File: src/rtl/bounded_updown_counter_if.sv
// Control/status bundle for bounded_updown_counter.
// Optional snapshot port pair is present only when CNT_SNAPSHOT_EN is defined.
interface bounded_updown_counter_if #(
   parameter int WIDTH = 4
);
   logic             load;
   logic             up;
   logic             down;
   logic [WIDTH-1:0] IN;
   logic [WIDTH-1:0] step;
   logic [WIDTH-1:0] min_val;
   logic [WIDTH-1:0] max_val;
   logic [1:0]       mode;
   logic             clr_ovf;
   logic [WIDTH-1:0] count;
   logic             high;
   logic             low;
   logic             tc_up;
   logic             tc_dn;
   logic             ovf;
   logic             halted;
   logic             cfg_err;
`ifdef CNT_SNAPSHOT_EN
   logic             snap;
   logic [WIDTH-1:0] snap_val;

   modport master (
      output load, up, down, IN, step, min_val, max_val, mode, clr_ovf, snap,
      input  count, high, low, tc_up, tc_dn, ovf, halted, cfg_err, snap_val
   );
   modport slave (
      input  load, up, down, IN, step, min_val, max_val, mode, clr_ovf, snap,
      output count, high, low, tc_up, tc_dn, ovf, halted, cfg_err, snap_val
   );
`else
   modport master (
      output load, up, down, IN, step, min_val, max_val, mode, clr_ovf,
      input  count, high, low, tc_up, tc_dn, ovf, halted, cfg_err
   );
   modport slave (
      input  load, up, down, IN, step, min_val, max_val, mode, clr_ovf,
      output count, high, low, tc_up, tc_dn, ovf, halted, cfg_err
   );
`endif
endinterface

File: src/rtl/bounded_updown_counter.sv
// Bounded up/down counter with load, programmable bounds/step and
// saturate / wrap / one-shot limit modes.
// Optional feature macro: CNT_SNAPSHOT_EN (snap input, snap_val register).
//
// state | meaning
// RUN   | up/down steps are applied
// HALT  | one-shot limit reached; up/down ignored until load or rst
module bounded_updown_counter #(
   parameter int WIDTH     = 4,
   parameter int RESET_VAL = 0
) (
   input logic                    clk,
   input logic                    rst,
   bounded_updown_counter_if.slave bus
);
   localparam logic [WIDTH-1:0] RST_CNT = WIDTH'(RESET_VAL);

   typedef enum logic {RUN, HALT} state_t;

   state_t           state_q, state_d;
   logic [WIDTH-1:0] cnt_q, cnt_d;
   logic             tcu_q, tcu_d, tcd_q, tcd_d;
   logic             ovf_q, ovf_set;

   logic [WIDTH-1:0] step_eff;
   logic [WIDTH:0]   up_sum;
   logic [WIDTH:0]   dn_diff;
   logic             dn_neg;
   logic             cfg_bad;
   logic             mode_wrap, mode_one;
   logic [WIDTH-1:0] load_clamped;

   // Shared arithmetic and decode; sums carry one extra bit so crossings
   // past either end of the range are visible.
   always_comb begin
      step_eff     = (bus.step == '0) ? WIDTH'(1) : bus.step;
      up_sum       = {1'b0, cnt_q} + {1'b0, step_eff};
      dn_diff      = {1'b0, cnt_q} - {1'b0, step_eff};
      dn_neg       = dn_diff[WIDTH];
      cfg_bad      = bus.min_val > bus.max_val;
      mode_wrap    = bus.mode == 2'b01;
      mode_one     = bus.mode == 2'b10;
      load_clamped = (bus.IN < bus.min_val) ? bus.min_val :
                     (bus.IN > bus.max_val) ? bus.max_val : bus.IN;
   end

   // Next-state, next-count and event decode in priority order load > down > up.
   always_comb begin
      state_d = state_q;
      cnt_d   = cnt_q;
      tcu_d   = 1'b0;
      tcd_d   = 1'b0;
      ovf_set = 1'b0;
      if (cfg_bad) begin
         cnt_d = bus.min_val;
      end else if (bus.load) begin
         cnt_d   = load_clamped;
         state_d = RUN;
      end else if (state_q == RUN && bus.down) begin
         if (dn_neg || dn_diff[WIDTH-1:0] <= bus.min_val) begin
            tcd_d   = 1'b1;
            ovf_set = dn_neg || (dn_diff[WIDTH-1:0] < bus.min_val);
            cnt_d   = (mode_wrap && ovf_set) ? bus.max_val : bus.min_val;
            if (mode_one) state_d = HALT;
         end else begin
            // a count stranded above a lowered max is pulled back in
            cnt_d = (dn_diff[WIDTH-1:0] > bus.max_val) ? bus.max_val
                                                       : dn_diff[WIDTH-1:0];
         end
      end else if (state_q == RUN && bus.up) begin
         if (up_sum >= {1'b0, bus.max_val}) begin
            tcu_d   = 1'b1;
            ovf_set = up_sum > {1'b0, bus.max_val};
            cnt_d   = (mode_wrap && ovf_set) ? bus.min_val : bus.max_val;
            if (mode_one) state_d = HALT;
         end else begin
            cnt_d = (up_sum[WIDTH-1:0] < bus.min_val) ? bus.min_val
                                                      : up_sum[WIDTH-1:0];
         end
      end
   end

   // State, count, terminal-count pulses and sticky overflow.
   always_ff @(posedge clk) begin
      if (rst) begin
         state_q <= RUN;
         cnt_q   <= RST_CNT;
         tcu_q   <= 1'b0;
         tcd_q   <= 1'b0;
         ovf_q   <= 1'b0;
      end else begin
         state_q <= state_d;
         cnt_q   <= cnt_d;
         tcu_q   <= tcu_d;
         tcd_q   <= tcd_d;
         if (ovf_set)          ovf_q <= 1'b1;
         else if (bus.clr_ovf) ovf_q <= 1'b0;
      end
   end

`ifdef CNT_SNAPSHOT_EN
   logic [WIDTH-1:0] snap_q;

   // Capture the pre-update count on snap.
   always_ff @(posedge clk) begin
      if (rst)           snap_q <= RST_CNT;
      else if (bus.snap) snap_q <= cnt_q;
   end

   assign bus.snap_val = snap_q;
`endif

   assign bus.count   = cnt_q;
   assign bus.high    = cnt_q == bus.max_val;
   assign bus.low     = cnt_q == bus.min_val;
   assign bus.tc_up   = tcu_q;
   assign bus.tc_dn   = tcd_q;
   assign bus.ovf     = ovf_q;
   assign bus.halted  = state_q == HALT;
   assign bus.cfg_err = cfg_bad;
endmodule
File: src/flat_wrapper.sv
// flat-port wrapper written by rule: the top's interface ports become plain ports
module bounded_updown_counter_flat 
#(
   parameter int WIDTH     = 4,
   parameter int RESET_VAL = 0
)
  (clk, rst, bus_load, bus_up, bus_down, bus_IN, bus_step, bus_min_val, bus_max_val, bus_mode, bus_clr_ovf, bus_count, bus_high, bus_low, bus_tc_up, bus_tc_dn, bus_ovf, bus_halted, bus_cfg_err);
  bounded_updown_counter_if #(.WIDTH(WIDTH)) bus_i ();
  input logic clk;
  input logic rst;
  input wire logic [$bits(bus_i.load)-1:0] bus_load;
  input wire logic [$bits(bus_i.up)-1:0] bus_up;
  input wire logic [$bits(bus_i.down)-1:0] bus_down;
  input wire logic [$bits(bus_i.IN)-1:0] bus_IN;
  input wire logic [$bits(bus_i.step)-1:0] bus_step;
  input wire logic [$bits(bus_i.min_val)-1:0] bus_min_val;
  input wire logic [$bits(bus_i.max_val)-1:0] bus_max_val;
  input wire logic [$bits(bus_i.mode)-1:0] bus_mode;
  input wire logic [$bits(bus_i.clr_ovf)-1:0] bus_clr_ovf;
  output wire logic [$bits(bus_i.count)-1:0] bus_count;
  output wire logic [$bits(bus_i.high)-1:0] bus_high;
  output wire logic [$bits(bus_i.low)-1:0] bus_low;
  output wire logic [$bits(bus_i.tc_up)-1:0] bus_tc_up;
  output wire logic [$bits(bus_i.tc_dn)-1:0] bus_tc_dn;
  output wire logic [$bits(bus_i.ovf)-1:0] bus_ovf;
  output wire logic [$bits(bus_i.halted)-1:0] bus_halted;
  output wire logic [$bits(bus_i.cfg_err)-1:0] bus_cfg_err;
  assign bus_i.load = bus_load;
  assign bus_i.up = bus_up;
  assign bus_i.down = bus_down;
  assign bus_i.IN = bus_IN;
  assign bus_i.step = bus_step;
  assign bus_i.min_val = bus_min_val;
  assign bus_i.max_val = bus_max_val;
  assign bus_i.mode = bus_mode;
  assign bus_i.clr_ovf = bus_clr_ovf;
  assign bus_count = bus_i.count;
  assign bus_high = bus_i.high;
  assign bus_low = bus_i.low;
  assign bus_tc_up = bus_i.tc_up;
  assign bus_tc_dn = bus_i.tc_dn;
  assign bus_ovf = bus_i.ovf;
  assign bus_halted = bus_i.halted;
  assign bus_cfg_err = bus_i.cfg_err;
  bounded_updown_counter #(.WIDTH(WIDTH), .RESET_VAL(RESET_VAL)) u_core (.clk(clk), .rst(rst), .bus(bus_i));
endmodule
File: config.mk
export PLATFORM = sky130hd
export DESIGN_NAME = bounded_updown_counter_flat
export DESIGN_NICKNAME = d
export VERILOG_FILES = /design/src/rtl/bounded_updown_counter_if.sv /design/src/rtl/bounded_updown_counter.sv /design/src/flat_wrapper.sv
export SDC_FILE = /design/constraint.sdc
export NUM_CORES = 1
export LEC_CHECK = 0
export CORE_MARGIN = 3
export CORE_UTILIZATION = 59
export CTS_CLUSTER_SIZE = 28
export DETAILED_ROUTE_END_ITERATION = 7
export DONT_BUFFER_PORTS = 1
export HOLD_SLACK_MARGIN = 0.15
export PLACE_DENSITY = 0.88
export SLEW_MARGIN = 10
export SYNTH_ARGS = -nofsm -noshare
export SYNTH_HDL_FRONTEND = slang
export SYNTH_SLANG_ARGS = --single-unit
File: constraint.sdc
create_clock -name clk -period 2.85 [get_ports clk]
set_input_delay 0.285 -clock clk [delete_from_list [all_inputs] [get_ports clk]]
set_output_delay 0.285 -clock clk [all_outputs]
set_load 0.03 [all_outputs]
==> out/qor.csv <==
metric,value,unit
status,finished with violations,
violations,"DRC, setup timing",
cap_violations,0,
finalSetupViolCount,7,
cts_sinks,8,
synth_top_area_share,22.40,%
nets,349,
gp_congestion,0.9595,
end_kind,flop,
finalClockSkew,0.01446,ns
synth_nets,298,
clk_pin_slew_worst_paths,0.08,ns
maxSlewHeadroom,56.20,%
critPathMaxStageDelay,0.43,ns
grt_setup_unrepaired,true,
netlist_area,1899,µm²
grt.overflow.total,0,
grt_max_degree,10,
drcViolationCount,90,
cts_tree,built,
reg2reg_from,u_core.bus.count[2],
utilization,93.27,%
drive_gt1_share,40.63,%
critPathBufInv,1,
leakagePower,0.001201,µW
synthTopCellsByArea,"ha_1 (22%), dfxtp_1 (8.4%), xor2_1 (4.2%)",
path_cells,ha_1 > buf_4 > xnor2_4 > ha_4 > a21o_1 > a211oi_4 > nand3_2 > and3_4 > o21a_1 > o41a_1,
max_freq,311.4,MHz
wl_per_cell,30.44,µm
finalWirelength,10040,µm
detail-route-antenna-nets,0,
core_region_area,2900,µm²
via_per_inst,8.224,
critPathKind,reg -> reg,
cp_max_fo,4,
htree_levels,1,
r2r-end,u_core.bus.count[2],
syn_avg_cell_area,7.980,µm²
clock_path_buffers,2,
fillers,103,
hp-class,in -> reg,
grtUsageTotal,35.50,%
die_area,3936,µm²
arrival,3.38,ns
ys_warn_count,0,
r2r_slack,-0.36,ns
post_dp_cell_area,2230,µm²
io_buffers,0,
power,1981,µW
dp.final_hpwl,4952,µm
post-route-min-period,3.211,ns
finalCritPeriodShare,112.7,%
area_delta_synth_final,42.42,%
numCtsBuffers,3,
crit_start,u_core.bus.count[2],
die_w,62.74,µm
ios,35,
async_flop_share,0,%
root_buffer,clkbuf_4,
powerDensity,732.2,nW/µm²
synth.distinct_cells,60,
ys_seq_elements,8,
critPathLaunchType,flop,
synth_edf_count,0,
initial_utilization,65.49,%
required,3.02,ns
synth-main-ff-cell,dfxtp_1,
endpoint,u_core.bus.count[2],
drv_slew,0,
grt_pass1_vias,2245,
postSynthCellCount,238,
cpMaxStageDelayCell,o41a_1,
worstSkewPairLatency,0.29,ns
setup_ws,-0.3611,ns
grt_pass1_wl,11090,µm
ys_seq_area_share,8.432,%
hold_violations,0,
reg2reg_depth,10,
yosys.area.top_type,ha_1,
worst-path-stages,10,
crit_family,compound AO/OA/AOI/OAI gates,
peakVddDrop,529.3,µV
drt_iter0_markers,524,
antenna_found_initial,0,
tightest_slew,0.6485,ns
rows,19,
dr_total_vias,2714,
diodes,0,
first_pass_iters,8,
fp.dieH,62.74,µm
finalInstanceArea,2705,µm²
-- metal layers --
layer,vias up,global-route usage (%),routed length (µm)
met4,2,19.56,1096
met1,1158,42.04,3379
li1,1020,-,-
met5,-,0,57
met2,386,60.32,3937
met3,148,6.115,1574
-- worst register-to-register path, cell delays in order (launching register included) --
cell,delay [ns]
dfxtp_2,0.37
ha_1,0.41
buf_4,0.22
xnor2_4,0.23
ha_4,0.25
a21o_1,0.25
a211oi_4,0.42
nand3_2,0.19
and3_4,0.24
o21a_1,0.10
o41a_1,0.43
-- flip-flops by register name (all words and copies together), names as in the netlist --
signal and cells:
u_core.bus.count 4, u_core.bus.halted 1, u_core.bus.ovf 1, u_core.bus.tc_dn 1
u_core.bus.tc_up 1
-- placed cells by master (no fill, tap or decap), drive strengths merged, types with 2 or more instances in the layout --
cell type,instances
a21boi,2
nor2b,8
o21ai,19
fa,2
xor2,9
nand2,7
buf,48
and3,5
dlygate4sd3,2
a31oi,2
o21a,2
mux2,3
nor3,5
inv,19
a211oi,10
and4b,3
o41a,2
clkbuf,4
a311oi,4
a21oi,11
dfxtp,8
a211o,3
or3,3
nand4,5
nor4,2
o211ai,6
and2,2
mux2i,3
o2111ai,2
nor2,10
nand2b,9
o31ai,2
ha,34
and4,2
a21o,6
nand3,8
-- what timing repair did --
action / 4_1_cts / 5_1_grt
pin swaps: 23 / 22
buffers inserted: 6 / 5
resized for setup: 27 / 38
endpoints found under the setup margin: 6 / 7
hold buffers: 2 / 0
endpoints found under the hold margin: 4 / 0
-- Yosys cell counts (4+ instances only) --
library cell,number
nor2b_1,8
a311oi_1,4
nor3_1,5
o21ai_0,14
nor2_1,10
nand2_1,7
and3_1,4
nand3_1,8
o21ai_1,4
dfxtp_1,8
xor2_1,9
o211ai_1,6
nand4_1,5
nand2b_1,9
a21o_1,6
a211oi_1,9
a21oi_1,10
ha_1,34
inv_1,19
-- stage by stage --
stage	setup TNS, ns	setup WS [ns]	cells	hold WS (ns)
after floorplan	-0.1234	-0.1207	238	0.3474
after detailed placement	-1.422	-0.2968	313	0.3534
final	-1.833	-0.3611	330	0.1704
after global routing	-2.552	-0.4704	330	0.1834
after global placement	-0.8304	-0.1933	313	0.3516
after CTS	-0.02822	-0.02822	325	0.1755
-- logic make-up (layout without fill, tap and decap cells) --
family,after synthesis,in the layout,share of synthesized area (%)
muxes,6,6,3.360
xor gates and xnor gates,10,10,4.612
buffers and inverters,23,73,5.139
DFF,8,8,8.432
adders and majority gates,36,36,24.51
and+or+nand+nor,74,74,22.86
AOI/OAI and AO/OA,81,81,31.09
-- power by group --
part           internal (µW)  switching (µW)  total [µW]  leakage, µW
Combinational            779             924        1700      0.00112
Sequential               132            33.3         165    0.0000675
Clock                   54.5            57.8         112    0.0000150
Total                    966            1010        1980      0.00120
-- final cells by class --
type	instances	area, µm²	share of cell area, %
well taps	42	52.55	1.943
clock buffers	4	26.28	0.9713
repair buffers	50	395.4	14.62
flip-flops and latches	8	170.2	6.290
inverters	19	71.32	2.636
multi-input cells	207	1989	73.54
-- how the worst min path moves through the flow --
stage / start / to / cells past startpoint
4_1_cts: rst / u_core.bus.count[2] / 2
3_5_place_dp: rst / u_core.bus.count[0] / 1
5_1_grt: rst / u_core.bus.count[2] / 2
6_report: rst / u_core.bus.count[2] / 2
2_1_floorplan: rst / u_core.bus.count[1] / 1
3_3_place_gp: rst / u_core.bus.count[0] / 1
(Power assumes the default switching activity.)
